**src/rtl/grf_hazard_ctrl.sv**
```systemverilog
// grf_hazard_ctrl
//   Hazard controller for a five-stage pipeline (F/D/E/M/W) using the
//   Tuse/Tnew method. It tracks the register writers currently in E, M
//   and W. From that state and the D-stage operands it generates:
//   - a stall request,
//   - forwarding selects for the D and E operands,
//   - a saturating count of stalled cycles.
//
// Ports
//   clk, rst               clock, synchronous active-high reset
//   d_rs, d_rt             D-stage source register addresses
//   d_rs_tuse, d_rt_tuse   cycles after D until operand needed (3 = unused)
//   d_regwrite, d_wa       D-stage write intent and destination
//   d_tnew                 cycles after E-entry until the result exists
//   flush                  squash every in-flight instruction
//   stall                  freeze PC and F/D, bubble into E
//   fwd_d_rs, fwd_d_rt     D operand source: 0 GRF, 1 E result, 2 M result
//   fwd_e_rs, fwd_e_rt     E operand source: 0 pipe reg, 1 M result, 2 W result
//   stall_cnt              saturating stalled-cycle counter
module grf_hazard_ctrl #(
  parameter int CNT_W = 16
) (
  input  logic             clk,
  input  logic             rst,
  input  logic [4:0]       d_rs,
  input  logic [4:0]       d_rt,
  input  logic [1:0]       d_rs_tuse,
  input  logic [1:0]       d_rt_tuse,
  input  logic             d_regwrite,
  input  logic [4:0]       d_wa,
  input  logic [1:0]       d_tnew,
  input  logic             flush,
  output logic             stall,
  output logic [1:0]       fwd_d_rs,
  output logic [1:0]       fwd_d_rt,
  output logic [1:0]       fwd_e_rs,
  output logic [1:0]       fwd_e_rt,
  output logic [CNT_W-1:0] stall_cnt
);

  logic       e_valid, m_valid, w_valid;
  logic [4:0] e_wa, m_wa, w_wa;
  logic [1:0] e_tnew, m_tnew, w_tnew;
  logic [4:0] e_rs, e_rt;

  // A write to $0 is never a producer.
  function automatic logic hit(input logic v, input logic [4:0] wa,
                               input logic [4:0] r);
    return v && (wa != 5'd0) && (wa == r);
  endfunction

  function automatic logic [1:0] dec(input logic [1:0] t);
    return (t == 2'd0) ? 2'd0 : t - 2'd1;
  endfunction

  // The youngest matching producer decides. A matching E entry hides M
  // even when E's result is not ready yet. W is never a stall source,
  // because the GRF bypasses its write internally.
  function automatic logic src_stall(input logic [4:0] r, input logic [1:0] tuse,
                                     input logic eh, input logic [1:0] et,
                                     input logic mh, input logic [1:0] mt);
    if (tuse == 2'd3 || r == 5'd0) return 1'b0;
    if (eh) return et > tuse;
    if (mh) return mt > tuse;
    return 1'b0;
  endfunction

  function automatic logic [1:0] src_fwd_d(input logic eh, input logic [1:0] et,
                                           input logic mh, input logic [1:0] mt);
    if (eh) return (et == 2'd0) ? 2'd1 : 2'd0;
    if (mh && mt == 2'd0) return 2'd2;
    return 2'd0;
  endfunction

  function automatic logic [1:0] src_fwd_e(input logic mh, input logic [1:0] mt,
                                           input logic wh, input logic [1:0] wt);
    if (mh) return (mt == 2'd0) ? 2'd1 : 2'd0;
    if (wh && wt == 2'd0) return 2'd2;
    return 2'd0;
  endfunction

  logic eh_rs, eh_rt, mh_rs, mh_rt;
  logic me_rs, me_rt, we_rs, we_rt;

  always_comb begin
    eh_rs = hit(e_valid, e_wa, d_rs);
    eh_rt = hit(e_valid, e_wa, d_rt);
    mh_rs = hit(m_valid, m_wa, d_rs);
    mh_rt = hit(m_valid, m_wa, d_rt);
    me_rs = hit(m_valid, m_wa, e_rs);
    me_rt = hit(m_valid, m_wa, e_rt);
    we_rs = hit(w_valid, w_wa, e_rs);
    we_rt = hit(w_valid, w_wa, e_rt);

    stall    = src_stall(d_rs, d_rs_tuse, eh_rs, e_tnew, mh_rs, m_tnew) |
               src_stall(d_rt, d_rt_tuse, eh_rt, e_tnew, mh_rt, m_tnew);
    fwd_d_rs = src_fwd_d(eh_rs, e_tnew, mh_rs, m_tnew);
    fwd_d_rt = src_fwd_d(eh_rt, e_tnew, mh_rt, m_tnew);
    fwd_e_rs = src_fwd_e(me_rs, m_tnew, we_rs, w_tnew);
    fwd_e_rt = src_fwd_e(me_rt, m_tnew, we_rt, w_tnew);
  end

  always_ff @(posedge clk) begin
    if (rst) begin
      e_valid   <= 1'b0;
      e_wa      <= '0;
      e_tnew    <= '0;
      e_rs      <= '0;
      e_rt      <= '0;
      m_valid   <= 1'b0;
      m_wa      <= '0;
      m_tnew    <= '0;
      w_valid   <= 1'b0;
      w_wa      <= '0;
      w_tnew    <= '0;
      stall_cnt <= '0;
    end else if (flush) begin
      // Clearing the E operand addresses keeps the E forwards quiet
      // in the cycle after a squash.
      e_valid <= 1'b0;
      e_rs    <= '0;
      e_rt    <= '0;
      m_valid <= 1'b0;
      w_valid <= 1'b0;
    end else begin
      m_valid <= e_valid;
      m_wa    <= e_wa;
      m_tnew  <= dec(e_tnew);
      w_valid <= m_valid;
      w_wa    <= m_wa;
      w_tnew  <= dec(m_tnew);
      if (stall) begin
        e_valid <= 1'b0;
        e_wa    <= '0;
        e_tnew  <= '0;
        e_rs    <= '0;
        e_rt    <= '0;
        if (stall_cnt != '1) stall_cnt <= stall_cnt + CNT_W'(1);
      end else begin
        e_valid <= d_regwrite;
        e_wa    <= d_wa;
        e_tnew  <= d_tnew;
        e_rs    <= d_rs;
        e_rt    <= d_rt;
      end
    end
  end

endmodule
```
**config.mk**
```make
export PLATFORM = sky130hd
export DESIGN_NAME = grf_hazard_ctrl
export DESIGN_NICKNAME = d
export VERILOG_FILES = /design/src/rtl/grf_hazard_ctrl.sv
export SDC_FILE = /design/constraint.sdc
export NUM_CORES = 1
export LEC_CHECK = 0
export CAP_MARGIN = 0
export CORE_ASPECT_RATIO = 0.9
export CORE_MARGIN = 10
export CORE_UTILIZATION = 55
export CTS_CLUSTER_DIAMETER = 30
export DETAILED_ROUTE_END_ITERATION = 10
export PLACE_DENSITY = 0.79
export SLEW_MARGIN = 10
export SYNTH_ARGS = -nofsm -noshare
export SYNTH_HDL_FRONTEND = slang
export SYNTH_SLANG_ARGS = --single-unit
```
**constraint.sdc**
```tcl
create_clock -name clk -period 5.85 [get_ports clk]
set_clock_uncertainty 0.15 [all_clocks]
set_input_delay 0.8775 -clock clk [delete_from_list [all_inputs] [get_ports clk]]
set_output_delay 0.8775 -clock clk [all_outputs]
set_load 0.02 [all_outputs]
```
After elaboration in Yosys (flattened, before gate mapping)
Index checks and enable logic that the tools add are counted.
{"block": "word_totals", "register_bits": 50, "latchBits": 0, "mem_bits_rw": 0, "mem_bits_ro": 0, "in_bits": 25, "out_inout_bits": 25, "memories": 0}
{"block": "op_classes", "add_sub_neg": 3, "multipliers": 0, "div_mod_pow": 0, "n_lt_le_gt_ge": 4, "n_eq_ne": 11, "shift": 0, "muxes": 56, "bitwise_logic": 2, "n_reduce_logical": 28}
{"operator": "== test 5 bit", "n": 8}
{"operator": "two-way mux 2 bit", "n": 19}
{"operator": "two-way mux 1 bit", "n": 36}
{"operator": "adder 16 x 1 -> 16 bit, second input constant", "n": 1}
{"operator": "inequality test 16 bit, second input constant", "n": 1}
{"operator": "logical AND 1 bit", "n": 15}
{"operator": "nonzero test 5 bit", "n": 3}
{"operator": "zero test 5 bit", "n": 2}
{"operator": "greater-than comparator 2 bit", "n": 4}
{"operator": "zero test 2 bit", "n": 3}
{"operator": "two-way mux 5 bit", "n": 1}
{"operator": "== test 2 bit, second input constant", "n": 2}
{"operator": "subtractor 2 x 1 -> 2 bit, second input constant", "n": 2}
{"operator": "AND reduction 3 bit", "n": 1}
{"operator": "OR reduction 3 bit", "n": 1}
{"operator": "logical OR 1 bit", "n": 2}
{"operator": "OR reduction 2 bit", "n": 1}
{"operator": "NOT 1 bit", "n": 1}
{"operator": "OR 1 bit", "n": 1}

Depth between registers and ports, before layout
{"block": "logic_depth", "depth_word": 12, "ltp_mapped": 11}

Worst setup path before layout
No wires, ideal clock.
{"block": "synth_path", "path_kind": "input to output", "from": "in d_rs[4]", "to": "out stall", "arrival_ns": 2.214, "t_required_ns": 4.823, "path_slack_ns": 2.609, "stages": 7, "path_cell_list": "xnor2_1 nand4_1 or3_2 a31oi_1 o22a_1 buf_2 inv_1"}
{"block": "synth_via", "elab_chain_cells": 9, "word_cells_on_any_way": 18}
{"element": "start: declaration", "line_no": "25", "text": "input logic [4:0] d_rs,"}
{"element": "== test 5 bit", "line_no": "49", "text": "return v && (wa != 5'd0) && (wa == r);"}
{"element": "logical AND 1 bit", "line_no": "49"}
{"element": "two-way mux 1 bit (2 in series)", "line_no": "64", "text": "if (mh) return mt > tuse;"}
{"element": "two-way mux 1 bit", "line_no": "63", "text": "if (eh) return et > tuse;"}
{"element": "two-way mux 1 bit", "line_no": "65", "text": "return 1'b0;"}
{"element": "two-way mux 1 bit", "line_no": "64"}
{"element": "two-way mux 1 bit (*)", "line_no": "63"}
{"element": "OR 1 bit (*)", "line_no": "95", "text": "stall = src_stall(d_rs, d_rs_tuse, eh_rs, e_tnew, mh_rs, m_tnew) |"}
{"element": "end: declaration", "line_no": "33", "text": "output logic stall,"}
Mark *: on every way between the ends. The rest lies on a longest branch, timed or not. The select of a mux whose other input is x is not followed.

Worst setup path after layout
Ends and elaborated chain as after synthesis.

==> flow_summary.yaml <==
outcome:
  run_status: "completed"
min_path:
  hold-path-endpoint: "w_tnew[1]"
  hold_start: "w_tnew[1]"
  hold_class: "reg -> reg"
  hold_depth: 2
die:
  die_h_um: 87.5
  rows: 24
  core_area_um2: 4860
  start_util_pct: 57.3
  die_area_um2: 8320
  ios: 50
  dieWidth_um: 95.0
timing:
  max_freq_mhz: 238
  finalCritPeriodShare_pct: 71.8
  finalMaxSlewViolations: 0
  setup_viol: 0
  finalHoldViolCount: 0
  rsz0062_at_grt: "false"
  layout_min_cycle_time_ns: 4.20
  max-slew-margin-rel_pct: 60.8
  fin_setup_tns_ns: 0
  hold_slack_ns: 0.347
  tightest_slew_ns: 0.585
worst_setup_path:
  endpoint_kind: "output pin"
  r2r-end: "stall_cnt[14]"
  worstSetupStartpointType: "primary input"
  path_cells: "clkdlybuf4s50_1, xnor2_1, nand4_1, or3_2, a31oi_1, o22a_1, inv_1, clkdlybuf4s50_1"
  crit_fanout: 4
  r2r_slack_ns: 3.03
  critical_path.max_stage_delay_ns: 0.55
  reg2regPathDepth: 10
  required_ns: 4.82
  cp.arrival_ns: 3.17
  crit_top_cell: "clkdlybuf4s50_1"
  r2r_start: "m_tnew[0]"
  worst_path_max_delay_cell: "clkdlybuf4s50_1"
  crit_type: "in -> out"
clock_tree:
  h-tree-depth: 2
  clkSinkCount: 50
  numCtsBuffers: 5
  path_clk_slew_ns: 0.09
  cts_root_buf: "clkbuf_8"
  ctsHoldBuffers: 0
  cts_buffer_depth: 2
  cts_setup_buffers: 0
  cts-resized-gates: 0
  cts_tree: "built"
  clock_latency_ns: 0.31
pwr:
  leakage_nw: 1.29
  vdd_drop_max_mv: 0.167
  power.density_nw_per_um2: 196
finish:
  syn_to_final_growth_pct: 21.9
  antenna_cells: 0
  drive_gt1_share_pct: 5.98
  nNetsFinal: 401
  utilization_pct: 69.9
synthesis:
  synth_top_area_share_pct: 35.9
  syn-instance-count: 328
  syn_area_per_cell_um2: 8.50
  syn-cell-area_um2: 2790
  yosys-top-cells-area: "dfxtp_1 36%, xnor2_1 7.5%, xor2_1 5.0%, a21oi_1 4.3%, mux2i_1 4.3%"
  async_flop_share_pct: 0
  yosys.area.top_type: "dfxtp_1"
  synth_cell_type_count: 40
  yosys_warnings: 0
  mappedNetlistNets: 362
  yosys_most_used_dff: "dfxtp_1"
  yosysMostFrequentCell: "dfxtp_1"
  yosysSeqAreaShare_pct: 35.9
  synthTopCellsByCount: "50 x dfxtp_1, 26 x nor2_1, 25 x nand2_1"
  ys_ff_latch: 50
  synth_edf_count: 0
global_routing:
  grt_first_pass_wirelength_mm: 11.3
  grt_pass1_vias: 2269
  grt_overflow_total: 0
  grt_max_degree: 44
  antenna_found_initial: 0
  grt_usage_pct: 16.8
detailed_routing:
  finalWirelength_mm: 6.83
  wire_per_inst_um: 15.8
  ant_nets: 0
  drc: 0
  dr.pass1.iters: 4
  via_count: 2420
  viasPerCell: 5.59
  drtIter0Drc: 166
place:
  port_buffers: 49
  place_hpwl_mm: 5.09
  place_congestion: 0.796
flow_run:
  cap_violations: 0
-- how the worst max path moves through the flow --
stage	start	endpoint	depth (start not counted)
finish	d_rs[4]	stall	8
global route	d_rt_tuse[1]	stall	10
CTS	d_rs[4]	stall	8
detailed placement	d_rs[4]	stall	8
global placement	d_rs[1]	stall	8
floorplan	d_rs[4]	stall	7
-- routing by layer --
metal	share of wire, %	vias up	global-route usage (%)	wire length (um)
li1	-	1232	-	-
met1	46	1131	21.9	3110
met5	0	-	0	0
met3	4.7	6	4.11	318
met2	49	51	26.9	3320
met4	1.2	0	5.03	79
-- critical path: cells and delay by family --
kind / cells / cell delay [ns]
buffers and inverters: 3 / 1.17
AND/OR/NAND/NOR: 2 / 0.63
AO/OA/AOI/OAI: 2 / 0.34
XOR/XNOR: 1 / 0.15
-- state kept, by name, indices dropped and copies added (netlist names), 2 cells and up --
register / count
stall_cnt: 16
e_rs: 5
e_rt: 5
e_wa: 5
m_wa: 5
w_wa: 5
e_tnew: 2
m_tnew: 2
w_tnew: 2
-- final cells by class --
type	count	area, um^2
multi-input cells	249	1670
fillers	406	1470
flip-flops and latches	50	1000
repair buffers	52	513
clock buffers	7	96.3
well taps	65	81.3
inverters	9	33.8
clock inverters	1	8.76
-- stage by stage --
step / cells / instance area, um^2 / setup WS, ns / total power [mW]
finish: 433 / 3400 / 1.65 / 0.665
global route: 433 / 3400 / 1.48 / 0.691
CTS: 433 / 3400 / 1.65 / 0.669
detailed placement: 425 / 3290 / 1.65 / 0.447
global placement: 425 / 3290 / 1.69 / 0.445
floorplan: 328 / 2790 / 2.61 / 0.414
-- power breakdown --
| group | internal (mW) | switching [mW] |
|---|---|---|
| clock | 0.109 | 0.117 |
| sequential | 0.348 | 0.0125 |
| combinational | 0.0415 | 0.0376 |
-- kinds of logic after synthesis --
| logic type | synth area share, % |
|---|---|
| AND/OR/NAND/NOR | 28.1 |
| buffers and inverters | 4.35 |
| XOR/XNOR | 12.6 |
| flip-flops | 35.9 |
| AO/OA/AOI/OAI | 8.71 |
| multiplexers | 6.33 |
| adder cells (fa/ha/maj) | 4.04 |
-- cells in the final DEF, fill, tap and decap left out, types with 5 or more instances in the layout --
| cell type | n |
|---|---|
| nor3b_1 | 5 |
| nor3_1 | 8 |
| o31ai_1 | 6 |
| nor2b_1 | 7 |
| clkbuf_8 | 7 |
| nand3_1 | 10 |
| clkdlybuf4s50_1 | 49 |
| inv_1 | 9 |
| nand4_1 | 5 |
| xnor2_1 | 24 |
| nand2_1 | 25 |
| or4_1 | 12 |
| and3_1 | 11 |
| mux2_2 | 5 |
| nor2_1 | 26 |
| nand3b_1 | 8 |
| nor4_1 | 9 |
| xor2_1 | 16 |
| dfxtp_1 | 50 |
| mux2i_1 | 12 |
| o21ai_0 | 6 |
| ha_1 | 9 |
| a21oi_1 | 24 |
Power figures use the tool's default switching activity.
